## src/rtl/i2c_pkg.sv

```systemverilog
// i2c_pkg: shared definitions for the N-byte I2C master.
//   - i2c_state_t : transaction state encoding
//   - Q0..Q3      : quarter-phase codes within one SCL bit
//   - SCL_IDLE / SDA_IDLE : bus levels when nothing is happening
//   - NBYTES_* / CLK_DIV_MIN : legal parameter ranges
package i2c_pkg;

  typedef enum logic [3:0] {
    IDLE,
    START,
    ADDR,
    ADDR_ACK,
    WDATA,
    WACK,
    RDATA,
    RACK,
    STOP
  } i2c_state_t;

  localparam logic [1:0] Q0 = 2'd0;
  localparam logic [1:0] Q1 = 2'd1;
  localparam logic [1:0] Q2 = 2'd2;
  localparam logic [1:0] Q3 = 2'd3;

  localparam logic SCL_IDLE = 1'b1;
  localparam logic SDA_IDLE = 1'b1;

  localparam int NBYTES_MIN  = 1;
  localparam int NBYTES_MAX  = 8;
  localparam int CLK_DIV_MIN = 2;

endpackage

```

## src/rtl/i2c_qtick_gen.sv

```systemverilog
// i2c_qtick_gen: quarter-period timebase for the I2C master.
//   clk     : clock
//   rst     : synchronous active-high reset
//   clear   : holds the timebase at the start of Q0 (asserted while idle)
//   q_tick  : high on the last cycle of each quarter
//   q_first : high on the first cycle of each quarter
//   phase   : current quarter (Q0..Q3)
module i2c_qtick_gen
  import i2c_pkg::*;
#(
  parameter int CLK_DIV = 4
) (
  input  logic       clk,
  input  logic       rst,
  input  logic       clear,
  output logic       q_tick,
  output logic       q_first,
  output logic [1:0] phase
);

  localparam int CW = (CLK_DIV > 1) ? $clog2(CLK_DIV) : 1;

  logic [CW-1:0] cnt_q, cnt_d;
  logic [1:0]    phase_q, phase_d;

  // Divider wraps every CLK_DIV cycles and advances the phase on the wrap.
  always_comb begin
    q_tick  = (cnt_q == CW'(CLK_DIV - 1));
    q_first = (cnt_q == '0);
    cnt_d   = q_tick ? '0 : cnt_q + 1'b1;
    phase_d = q_tick ? phase_q + 2'd1 : phase_q;
    if (clear) begin
      cnt_d   = '0;
      phase_d = Q0;
    end
  end

  always_ff @(posedge clk) begin
    if (rst) begin
      cnt_q   <= '0;
      phase_q <= Q0;
    end else begin
      cnt_q   <= cnt_d;
      phase_q <= phase_d;
    end
  end

  assign phase = phase_q;

endmodule

```

## src/rtl/i2c_master_nbyte.sv

```systemverilog
// i2c_master_nbyte: single-master I2C controller moving NBYTES data bytes
// per transaction, with slave-NACK abort and a BUSY/DONE host handshake.
//   CLK, RST          : clock, synchronous active-high reset
//   START_STB         : one-cycle request, honoured only when idle
//   RNW, I2C_ADDR     : direction and 7-bit slave address (latched on request)
//   WR_DATA           : write payload, most significant byte sent first
//   RD_DATA           : read payload, first received byte in the MSBs
//   BUSY, DONE        : transaction active / one-cycle end-of-transaction pulse
//   ACK_ERR           : sticky slave-NACK flag, cleared by the next request
//   SCL               : serial clock
//   SDA_OUT, SDA_OE   : SDA drive value and drive enable
//   SDA_IN            : sampled SDA line
module i2c_master_nbyte
  import i2c_pkg::*;
#(
  parameter int NBYTES  = 2,
  parameter int CLK_DIV = 4
) (
  input  logic                CLK,
  input  logic                RST,
  input  logic                START_STB,
  input  logic                RNW,
  input  logic [6:0]          I2C_ADDR,
  input  logic [8*NBYTES-1:0] WR_DATA,
  output logic [8*NBYTES-1:0] RD_DATA,
  output logic                BUSY,
  output logic                DONE,
  output logic                ACK_ERR,
  output logic                SCL,
  output logic                SDA_OUT,
  output logic                SDA_OE,
  input  logic                SDA_IN
);

  localparam int DW = 8 * NBYTES;
  localparam int BW = $clog2(NBYTES + 1);

  if (NBYTES < NBYTES_MIN || NBYTES > NBYTES_MAX || CLK_DIV < CLK_DIV_MIN) begin : g_bad_params
    $error("i2c_master_nbyte: NBYTES or CLK_DIV out of range");
  end

  i2c_state_t    state_q, state_d;
  logic [2:0]    bit_cnt_q, bit_cnt_d;
  logic [BW-1:0] byte_cnt_q, byte_cnt_d;
  logic [7:0]    tx_q, tx_d;
  logic [DW-1:0] wdata_q, wdata_d;
  logic [DW-1:0] rx_q, rx_d;
  logic [DW-1:0] rd_data_q, rd_data_d;
  logic          ack_err_q, ack_err_d;
  logic          ack_q, ack_d;
  logic          rnw_q, rnw_d;

  logic          q_tick, q_first;
  logic [1:0]    phase;
  logic          bit_end, sample;

  i2c_qtick_gen #(.CLK_DIV(CLK_DIV)) u_qtick (
    .clk     (CLK),
    .rst     (RST),
    .clear   (state_q == IDLE),
    .q_tick  (q_tick),
    .q_first (q_first),
    .phase   (phase)
  );

  assign bit_end = q_tick && (phase == Q3);
  assign sample  = q_first && (phase == Q3);

  // Next-state, datapath and bus outputs. State and shift registers only
  // move at a bit boundary, so SDA naturally changes at the start of Q0.
  always_comb begin
    state_d    = state_q;
    bit_cnt_d  = bit_cnt_q;
    byte_cnt_d = byte_cnt_q;
    tx_d       = tx_q;
    wdata_d    = wdata_q;
    rx_d       = rx_q;
    rd_data_d  = rd_data_q;
    ack_err_d  = ack_err_q;
    ack_d      = ack_q;
    rnw_d      = rnw_q;
    SCL        = SCL_IDLE;
    SDA_OUT    = SDA_IDLE;
    SDA_OE     = 1'b0;
    DONE       = 1'b0;

    case (state_q)
      IDLE: begin
        if (START_STB) begin
          state_d    = START;
          rnw_d      = RNW;
          tx_d       = {I2C_ADDR, RNW};
          wdata_d    = WR_DATA;
          rx_d       = '0;
          ack_err_d  = 1'b0;
          bit_cnt_d  = '0;
          byte_cnt_d = '0;
        end
      end

      START: begin
        SCL     = 1'b1;
        SDA_OE  = 1'b1;
        SDA_OUT = (phase == Q0) || (phase == Q1);
        if (bit_end) state_d = ADDR;
      end

      ADDR, WDATA: begin
        SCL     = phase[1];
        SDA_OE  = 1'b1;
        SDA_OUT = tx_q[7];
        if (bit_end) begin
          tx_d      = {tx_q[6:0], 1'b0};
          bit_cnt_d = bit_cnt_q + 3'd1;
          if (bit_cnt_q == 3'd7) begin
            if (state_q == ADDR) begin
              state_d = ADDR_ACK;
            end else begin
              state_d    = WACK;
              byte_cnt_d = byte_cnt_q + BW'(1);
            end
          end
        end
      end

      ADDR_ACK, WACK: begin
        SCL = phase[1];
        if (sample) ack_d = SDA_IN;
        if (bit_end) begin
          if (ack_q) begin
            ack_err_d = 1'b1;
            state_d   = STOP;
          end else if (state_q == ADDR_ACK && rnw_q) begin
            state_d = RDATA;
          end else if (state_q == WACK && byte_cnt_q == BW'(NBYTES)) begin
            state_d = STOP;
          end else begin
            state_d = WDATA;
            tx_d    = wdata_q[DW-1 -: 8];
            wdata_d = wdata_q << 8;
          end
        end
      end

      RDATA: begin
        SCL = phase[1];
        if (sample) rx_d = {rx_q[DW-2:0], SDA_IN};
        if (bit_end) begin
          bit_cnt_d = bit_cnt_q + 3'd1;
          if (bit_cnt_q == 3'd7) begin
            state_d    = RACK;
            byte_cnt_d = byte_cnt_q + BW'(1);
          end
        end
      end

      RACK: begin
        // ACK every byte except the last, which is NACKed to end the read.
        SCL     = phase[1];
        SDA_OE  = 1'b1;
        SDA_OUT = (byte_cnt_q == BW'(NBYTES));
        if (bit_end) state_d = (byte_cnt_q == BW'(NBYTES)) ? STOP : RDATA;
      end

      STOP: begin
        SCL     = (phase != Q0);
        SDA_OE  = ~phase[1];
        SDA_OUT = phase[1];
        if (bit_end) begin
          DONE    = 1'b1;
          state_d = IDLE;
          if (rnw_q && !ack_err_q) rd_data_d = rx_q;
        end
      end

      default: state_d = IDLE;
    endcase
  end

  // BUSY drops on the DONE cycle so the host sees both edges together.
  assign BUSY    = (state_q != IDLE) && !DONE;
  assign ACK_ERR = ack_err_q;
  assign RD_DATA = rd_data_q;

  always_ff @(posedge CLK) begin
    if (RST) begin
      state_q    <= IDLE;
      bit_cnt_q  <= '0;
      byte_cnt_q <= '0;
      tx_q       <= '0;
      wdata_q    <= '0;
      rx_q       <= '0;
      rd_data_q  <= '0;
      ack_err_q  <= 1'b0;
      ack_q      <= 1'b0;
      rnw_q      <= 1'b0;
    end else begin
      state_q    <= state_d;
      bit_cnt_q  <= bit_cnt_d;
      byte_cnt_q <= byte_cnt_d;
      tx_q       <= tx_d;
      wdata_q    <= wdata_d;
      rx_q       <= rx_d;
      rd_data_q  <= rd_data_d;
      ack_err_q  <= ack_err_d;
      ack_q      <= ack_d;
      rnw_q      <= rnw_d;
    end
  end

endmodule

```

## config.mk

```make
export PLATFORM = sky130hd
export DESIGN_NAME = i2c_master_nbyte
export DESIGN_NICKNAME = d
export VERILOG_FILES = /design/src/rtl/i2c_pkg.sv /design/src/rtl/i2c_qtick_gen.sv /design/src/rtl/i2c_master_nbyte.sv
export SDC_FILE = /design/constraint.sdc
export NUM_CORES = 1
export LEC_CHECK = 0
export ABC_AREA = 1
export CORE_MARGIN = 5
export CORE_UTILIZATION = 35
export CTS_CLUSTER_DIAMETER = 80
export DETAILED_ROUTE_END_ITERATION = 8
export PLACE_DENSITY = 0.59
export SYNTH_ARGS = -nofsm -noshare
export SYNTH_HDL_FRONTEND = slang
export SYNTH_SLANG_ARGS = --single-unit
```

## constraint.sdc

```tcl
create_clock -name CLK -period 1.6 [get_ports CLK]
set_input_delay 0.16 -clock CLK [delete_from_list [all_inputs] [get_ports CLK]]
set_output_delay 0.16 -clock CLK [all_outputs]
set_load 0.01 [all_outputs]
```

==> flow_metrics.py <==
metrics = {
    "timing": {
        "finalCritPeriodShare_pct": 108,
        "tightest_slew_ns": 0.238,
        "clock_skew_ns": 0.00799,
        "finalSetupViolations": 39,
        "drv_slew": 0,
        "relSlewSlack_pct": 84.1,
        "max_freq_ghz": 0.581,
        "fin_crit_ns": 1.72,
        "rsz0062_at_grt": "yes",
        "finalHoldViolations": 0,
        "setup_ws_ns": -0.121,
    },
    "floorplanning": {
        "coreArea_um2": 9240,
        "ioPinCount": 50,
        "die_w_um": 107,
        "start_util_pct": 36.0,
        "fp.dieH_um": 107,
        "dieArea_um2": 11500,
        "rows": 35,
    },
    "placed_design": {
        "hpwl_um": 6270,
        "placed_area_um2": 4310,
        "dp_slack_ns": -0.155,
        "portBuffers": 49,
        "place.gp.congestion": 0.888,
    },
    "power_and_ir_drop": {
        "ir_drop_mv": 0.624,
        "leakage_nw": 2.31,
        "power.total_mw": 7.29,
        "power.density_nw_per_um2": 1390,
    },
    "synthesis": {
        "synth.avg_cell_area_um2": 6.88,
        "ys_seq_area_share_pct": 43.4,
        "synth_nets": 519,
        "netlist_area_um2": 3320,
        "synth-warning-count": 0,
        "synth_flop_cell": "dfxtp_1",
        "synth-edff-count": 0,
        "synth_cell_types": 30,
        "syn_inst": 483,
        "ys_async_sr_fraction_pct": 0,
        "synth_seq_cells": 72,
    },
    "job": {
        "maxCapViolCount": 0,
    },
    "route": {
        "via_per_inst": 4.68,
        "postRouteWirelength_um": 9650,
        "drt-initial-drc-count": 115,
        "wl_per_cell_um": 13.0,
        "vias": 3460,
        "antenna_left": 0,
        "drc": 0,
        "dr.pass1.iters": 4,
    },
    "clocking": {
        "cts_root_buffer": "clkbuf_8",
        "numCtsBuffers": 9,
        "htreeDepth": 3,
        "clockBufferDepth": 2,
        "clkLatencyLatePin_ns": 0.34,
        "clkTransAtPathRegs_ns": 0.08,
        "cts_tree": "built",
        "cts_hold_buf": 0,
        "cts.sinks": 72,
    },
    "finish": {
        "insertedDiodeCount": 0,
        "layout.cells.most_common_list": "125 x nand2_1, 73 x nor2_1, 65 x dfxtp_1",
        "postLayoutCellArea_um2": 5250,
        "finalNetCount": 642,
        "drive_gt1_share_pct": 36.3,
        "filler_cell_count": 844,
        "syn_to_final_growth_pct": 57.8,
        "seqCellArea_um2": 1460,
        "multi_input_area_um2": 2060,
        "layout_commonest_cell": "nand2_1",
    },
    "critical_path": {
        "endpoint_kind": "register",
        "cp_top_family": "simple AND/OR/NAND/NOR gates",
        "start_kind": "register",
        "cp.arrival_ns": 2.00,
        "cp_common_cell": "buf_6",
        "crit_slowest_cell": "dfxtp_4",
        "cp_num_buf_inv": 5,
        "crit_fanout": 8,
        "required_ns": 1.88,
        "critPathMaxStageDelay_ns": 0.39,
        "worstPathCellList": "nor2_4, nand3_4, inv_4, nand2_4, buf_6, nor3_4, buf_6, buf_6, buf_12, o21ai_2, nor2_1",
        "path_class": "register to register",
    },
    "global_routing": {
        "grt_pass1_wl_um": 14700,
        "antenna_found_initial": 0,
        "grt_remaining_overflow": 0,
        "grt_max_degree": 42,
        "grt_pass1_vias": 3211,
        "track_usage_pct": 15.6,
    },
    "worst_hold_path": {
        "hp-class": "input port to register",
    },
    "outcome": {
        "violations": "negative setup slack",
        "outcome": "finished with violations",
    },
}
[tightest hold or removal path, stage by stage]
cell	delay, ns
clkdlybuf4s50_1	0.39
nand2_1	0.06
a21oi_1	0.05
[where the power goes]
part           leakage [nW]  internal [mW]  switching (mW)  total, mW
logic                  1.63           1.74            1.95       3.70
registers             0.591           2.11           0.199       2.31
clock network        0.0842          0.571           0.721       1.29
total                  2.31           4.42            2.87       7.29
[through the flow]
stage / hold slack [ns] / TNS, ns / util [%] / std cells
floorplan: 0.308 / 0 / - / 483
global placement: 0.429 / -2.70 / 46.7 / 696
detailed placement: 0.449 / -3.43 / 46.7 / 696
CTS: 0.362 / -0.0585 / 49.5 / 717
global route: 0.388 / -5.14 / 56.8 / 740
finish: 0.374 / -1.89 / 56.8 / 740
[per-layer routing]
layer  vias up  wire length, um  track usage, %  part of all wire, %
met4         0              189            5.86                  2.0
met2        70             4730            26.3                   49
met5         -                0               0                    0
met1      1590             4340            19.4                   45
li1       1783                -               -                    -
met3        17              392            3.36                  4.1
[timing repair]
item / CTS / global route
gates resized for setup: 55 / 158
pin swaps: 5 / 39
setup buffers: 5 / 19
endpoints found under the setup margin: 68 / 71
cloned: 0 / 4
hold endpoints to repair: 0 / 0
[registers in the layout, indices dropped and copies added (netlist names), 2 cells and up]
signal	cells
u_qtick.cnt_q	2
byte_cnt_q	2
tx_q	8
RD_DATA	16
wdata_q	16
rx_q	16
bit_cnt_q	3
state_q	4
u_qtick.phase	2
[layout make-up]
| cell class | instances | area share [%] |
|---|---|---|
| repair inverters | 1 | 0.119 |
| multi-input cells | 362 | 39.3 |
| clock inverters | 6 | 0.859 |
| flip-flops and latches | 72 | 27.8 |
| well taps | 129 | 3.08 |
| clock buffers | 10 | 2.43 |
| inverters | 32 | 2.62 |
| repair buffers | 128 | 23.7 |
[path summary, 6_finish.rpt]
| check | start | slack [ns] | end | depth (start not counted) |
|---|---|---|---|---|
| worst max-delay path | state_q[1] | -0.12 | RD_DATA[1] | 11 |
| worst min-delay path | WR_DATA[6] | 0.37 | wdata_q[6] | 3 |
| worst max register to register | state_q[1] | -0.12 | RD_DATA[1] | 11 |
| worst min register to register | u_qtick.cnt_q[0] | 0.43 | u_qtick.cnt_q[0] | 1 |
[cell families after synthesis]
kind of cell	share of synthesized area, %
AND/OR/NAND/NOR	33.3
AO/OA/AOI/OAI	13.5
buffers and inverters	6.78
flip-flops	43.4
adder cells (fa/ha/maj)	3.01
[Yosys cell counts (all sizes together) (2+ instances only)]
| cell type | n | area (um2) |
|---|---|---|
| buf | 9 | 65.1 |
| nor3 | 2 | 21.3 |
| inv | 32 | 120 |
| nand3 | 16 | 85.1 |
| ha | 8 | 100 |
| nand4 | 2 | 12.5 |
| o21ai | 34 | 174 |
| dfxtp | 72 | 1440 |
| nand2 | 160 | 611 |
| nor2 | 90 | 378 |
| clkbuf | 8 | 40.0 |
| a21oi | 44 | 220 |
Power figures use the tool's default switching activity.
==> variant 1 (same flow settings) <==
Encoding of `i2c_state_t`: now one-hot (9 bits for 9 states).
--- a/src/rtl/i2c_pkg.sv
+++ b/src/rtl/i2c_pkg.sv
@@ -5,16 +5,16 @@
 //   - NBYTES_* / CLK_DIV_MIN : legal parameter ranges
 package i2c_pkg;
 
-  typedef enum logic [3:0] {
-    IDLE,
-    START,
-    ADDR,
-    ADDR_ACK,
-    WDATA,
-    WACK,
-    RDATA,
-    RACK,
-    STOP
+  typedef enum logic [8:0] {
+    IDLE     = 9'b000000001,
+    START    = 9'b000000010,
+    ADDR     = 9'b000000100,
+    ADDR_ACK = 9'b000001000,
+    WDATA    = 9'b000010000,
+    WACK     = 9'b000100000,
+    RDATA    = 9'b001000000,
+    RACK     = 9'b010000000,
+    STOP     = 9'b100000000
   } i2c_state_t;
 
   localparam logic [1:0] Q0 = 2'd0;
Behaviour: same outputs for any inputs over 10 cycles, from zero or initial values and one cycle with RST high; not proved beyond that.
==> variant 1 against the original RTL <==
- the run still ends with negative setup slack left
- wire length grew 18%
- sequential cell count grew 5
- setup slack lost 0.12 ns
- maximum frequency shrank 6.7%
- design area grew 20%
- die area grew 17%
- synthesized area grew 18%
- highest routed layer unchanged
Power is not compared: it rests on default switching activity, and its combinational part moved more than twofold at a synthesized area within 25%.
==> variant 1: results (changes against the original RTL) <==
| Metric | Value |
|---|---|
| Cell total after placement | `781 (+12%)` |
| Number of DRC markers in iteration 0 | `162 (+41%)` |
| Final setup violation count | `60 (+54%)` |
| Crit path arrival time | `1.69 ns (-0.31 ns)` |
| Critical-path cell with the highest stage delay | `dfxtp_2` |
| Total length of routed wires | `11400 microns (+18%)` |
| Global placer's final weighted congestion | `0.911 (+2.6%)` |
| Failing checks | `negative setup slack` |
| Clock tree root buffer cell | `clkbuf_16` |
| Mean Syn Cell Area | `7.07 sq um (+2.8%)` |
| First-pass GRT wire length | `17900 microns (+22%)` |
| Type of the most critical hold path | `flop to flop` |
| Top cell types by occurrence after synthesis | `nand2_1 (137), nor2_1 (122), dfxtp_1 (77)` |
| Fill cell total of the finished layout | `990 (+17%)` |
| Share of final-layout standard cells stronger than drive strength 1 | `36.7% (+0.36 points)` |
| Pin count of the biggest net entering global routing | `40 (-4.8%)` |
| Result of the run | `finished with violations` |
| Cell Area, Placed | `4950 sq um (+15%)` |
| Register area share after synthesis | `39.2% (-4.2 points)` |
| Detailed-route vias per instance | `4.75 (+1.6%)` |
| GR Util met2 | `28.7% (+2.4 points)` |
| Worst-case setup margin in the final layout | `-0.245 ns (-0.124 ns)` |
| Number of distinct library cells after synthesis | `37 (+23%)` |
| Worst relative slew slack | `78.8% (-5.3 points)` |
| Length of routed met3 wiring | `387 microns (-1.3%)` |
| Global routing usage on met1 | `21.1% (+1.6 points)` |
| Delay of the slowest cell on the worst path | `0.33 ns (-0.06 ns)` |
variant 1: cell types whose count changed in the layout (fill, tap and decap cells not counted), moves of 14 or more:
cell and delta:
a22oi_2 +16, nor2_1 +31, o21ai_2 -15, a21oi_1 -29
nand2_1 -14, inv_1 +47
variant 1: final cells by class:
class	count	area, sq um	share of cell area (%)
inverter	73	284	4.52
clock inverter	7	65.1	1.04
sequential	77	1560	24.8
multi-input combinational	387	2490	39.6
tap	140	175	2.79
timing repair buffer	142	1480	23.6
clock buffer	9	225	3.59
variant 1: final timing paths:
path / startpoint / endpoint / slack, ns / cells after the start
max: state_q[0] / SCL / -0.25 / 11
min reg2reg: RD_DATA[11] / RD_DATA[11] / 0.46 / 2
max reg2reg: state_q[2] / state_q[1] / -0.24 / 14
min: RD_DATA[11] / RD_DATA[11] / 0.46 / 2
variant 1: kinds of logic (layout without fill, tap and decap cells):
kind of cell / Yosys count / after routing / share of synthesized area [%]
flip-flops: 77 / 77 / 39.2
adder cells (fa/ha/maj): 8 / 8 / 2.55
buffers and inverters: 93 / 231 / 10.7
AND/OR/NAND/NOR: 312 / 313 / 35.9
AO/OA/AOI/OAI: 66 / 66 / 11.7
variant 1: through the flow:
step / total power [mW] / worst slack (ns) / TNS, ns / utilization, %
after floorplan: 6.14 / 0.0185 / 0 / -
after global placement: 7.70 / -0.278 / -11.98 / 45.3
final: 12.3 / -0.245 / -10.75 / 57.4
after detailed placement: 7.82 / -0.388 / -13.98 / 45.3
after CTS: 11.5 / -0.264 / -9.44 / 53.7
after global routing: 13.2 / -0.365 / -17.01 / 57.4
variant 1: what timing repair did:
item                       in CTS  in global routing
setup endpoints to repair      77                 77
gates cloned                    2                  6
resized for setup             141                 56
pin swaps                      20                 29
buffers inserted               21                 11
==> variant 2 (same settings) <==
Made on the original files. `CLK_DIV` is set to 4 in 2 places; all go to 8.
--- a/src/rtl/i2c_qtick_gen.sv
+++ b/src/rtl/i2c_qtick_gen.sv
@@ -8,7 +8,7 @@
 module i2c_qtick_gen
   import i2c_pkg::*;
 #(
-  parameter int CLK_DIV = 4
+  parameter int CLK_DIV = 8
 ) (
   input  logic       clk,
   input  logic       rst,
--- a/src/rtl/i2c_master_nbyte.sv
+++ b/src/rtl/i2c_master_nbyte.sv
@@ -14,7 +14,7 @@
   import i2c_pkg::*;
 #(
   parameter int NBYTES  = 2,
-  parameter int CLK_DIV = 4
+  parameter int CLK_DIV = 8
 ) (
   input  logic                CLK,
   input  logic                RST,
Function: changed (a bounded check fails within 10 cycles, from zero or initial values and one cycle with RST high).
==> variant 2 against the original RTL <==
- the flow still finishes with violations (negative setup slack)
- design area fell by 0.33%
- synthesized area rose by 5.8%
- setup slack improved by 0.066 ns
- clock power rose by 35%
- largest cell class unchanged
- global-route usage rose by 0.55 points
- sequential share of layout area rose by 0.48 points
- synthesized cell count rose by 5.8%
- power rose by 1.3%
- first-iteration DRC count rose by 15%
- critical endpoint is now SDA_OUT
- highest routed layer unchanged
- sequential cell count rose by 1
- clock skew fell by 0.0019 ns
- wire length rose by 2.3%
- hold slack improved by 0.0063 ns
==> variant 2: results (changes against the original RTL) <==
| Metric | Value |
|---|---|
| Slew at the pin with the worst max-slew slack | `0.380 ns (+0.142 ns)` |
| GR Util met2 | `26.0% (-0.28 points)` |
| Length of routed met3 wiring | `660 microns (+68%)` |
| Delay of the slowest cell on the worst path | `0.34 ns (-0.05 ns)` |
| Worst vdd ir | `0.000743 V (+19%)` |
| Number of distinct library cells after synthesis | `28 (-6.7%)` |
| HPWL after DPL | `6690 microns (+6.7%)` |
| M3 GR Usage | `4.19% (+0.83 points)` |
| Detailed route wirelength on metal2 | `4690 microns (-0.85%)` |
| Register area share after synthesis | `41.6% (-1.8 points)` |
| Top post-synthesis cells by area | `dfxtp_1 (42%), nand2_1 (17%), nor2_1 (8.6%), a21oi_1 (5.8%), inv_1 (4.3%)` |
| Met1 wire length | `4410 microns (+1.4%)` |
| NetSw | `2.73 mW (-4.9%)` |
| Result of the run | `finished with violations` |
| Final setup violation count | `2 (-95%)` |
| Global routing usage on met1 | `21.6% (+2.2 points)` |
| Cell Area, Placed | `4520 sq um (+4.8%)` |
| Hold Slack | `0.380 ns (+0.00631 ns)` |
| Startpoint of the worst register-to-register path | `u_qtick.phase[0]` |
| End point of the worst hold path | `wdata_q[5]` |
| Power drawn by the clock network | `1.74 mW (+35%)` |
| Slack of the worst reg-to-reg path | `0.04 ns (+0.16 ns)` |
| Synth Net Count | `548 (+5.6%)` |
| Worst-case setup margin in the final layout | `-0.0552 ns (+0.0661 ns)` |
| Crit path arrival time | `1.50 ns (-0.50 ns)` |
| Synthesis-to-finish area growth | `48.7%` |
| Failing checks | `negative setup slack` |
==> variant 2: how the worst max path moves through the flow <==
stage,to,cells past startpoint,slack (ns),startpoint
global route,SDA_OUT,6,-0.15,state_q[2]
global placement,SDA_OUT,6,-0.13,state_q[0]
floorplan,RD_DATA[14],10,0.001,u_qtick.cnt_q[0]
CTS,SDA_OUT,7,-0.09,u_qtick.phase[1]
detailed placement,SDA_OUT,7,-0.15,u_qtick.phase[0]
finish,SDA_OUT,7,-0.06,u_qtick.phase[1]
==> variant 2: final cells by class <==
| class | instances | area, sq um | area share [%] |
|---|---|---|---|
| multi-input cells | 374 | 2060 | 39.5 |
| flip-flops and latches | 73 | 1480 | 28.3 |
| repair buffers | 115 | 1080 | 20.6 |
| inverters | 51 | 209 | 4.00 |
| well taps | 133 | 166 | 3.18 |
| clock buffers | 10 | 128 | 2.44 |
| clock inverters | 5 | 104 | 1.99 |
==> variant 2: kinds of logic (layout without fill, tap and decap cells) <==
group                      count (synthesis)  in the layout  share of synthesized area [%]
adders and majority gates                  9              9                           3.20
and+or+nand+nor                          285            287                           34.6
buffers and inverters                     66            181                           8.22
AOI/OAI and AO/OA                         78             78                           12.4
DFF                                       73             73                           41.6
==> variant 2: repair_timing <==
| action | CTS | global route |
|---|---|---|
| buffers inserted | 5 | 9 |
| setup endpoints to repair | 67 | 69 |
| pin swaps | 6 | 19 |
| resized for setup | 47 | 75 |
| cloned | 1 | 4 |
==> variant 2: through the flow <==
step	setup WS (ns)	setup TNS (ns)	total power [mW]	std cells	util, %
finish	-0.0552	-0.102	7.39	761	53.5
CTS	-0.0895	-0.100	6.91	749	49.8
global placement	-0.125	-1.03	5.08	728	46.2
detailed placement	-0.154	-1.81	5.12	728	46.2
global route	-0.147	-1.30	7.93	761	53.5
floorplan	0.00130	0	4.13	511	-
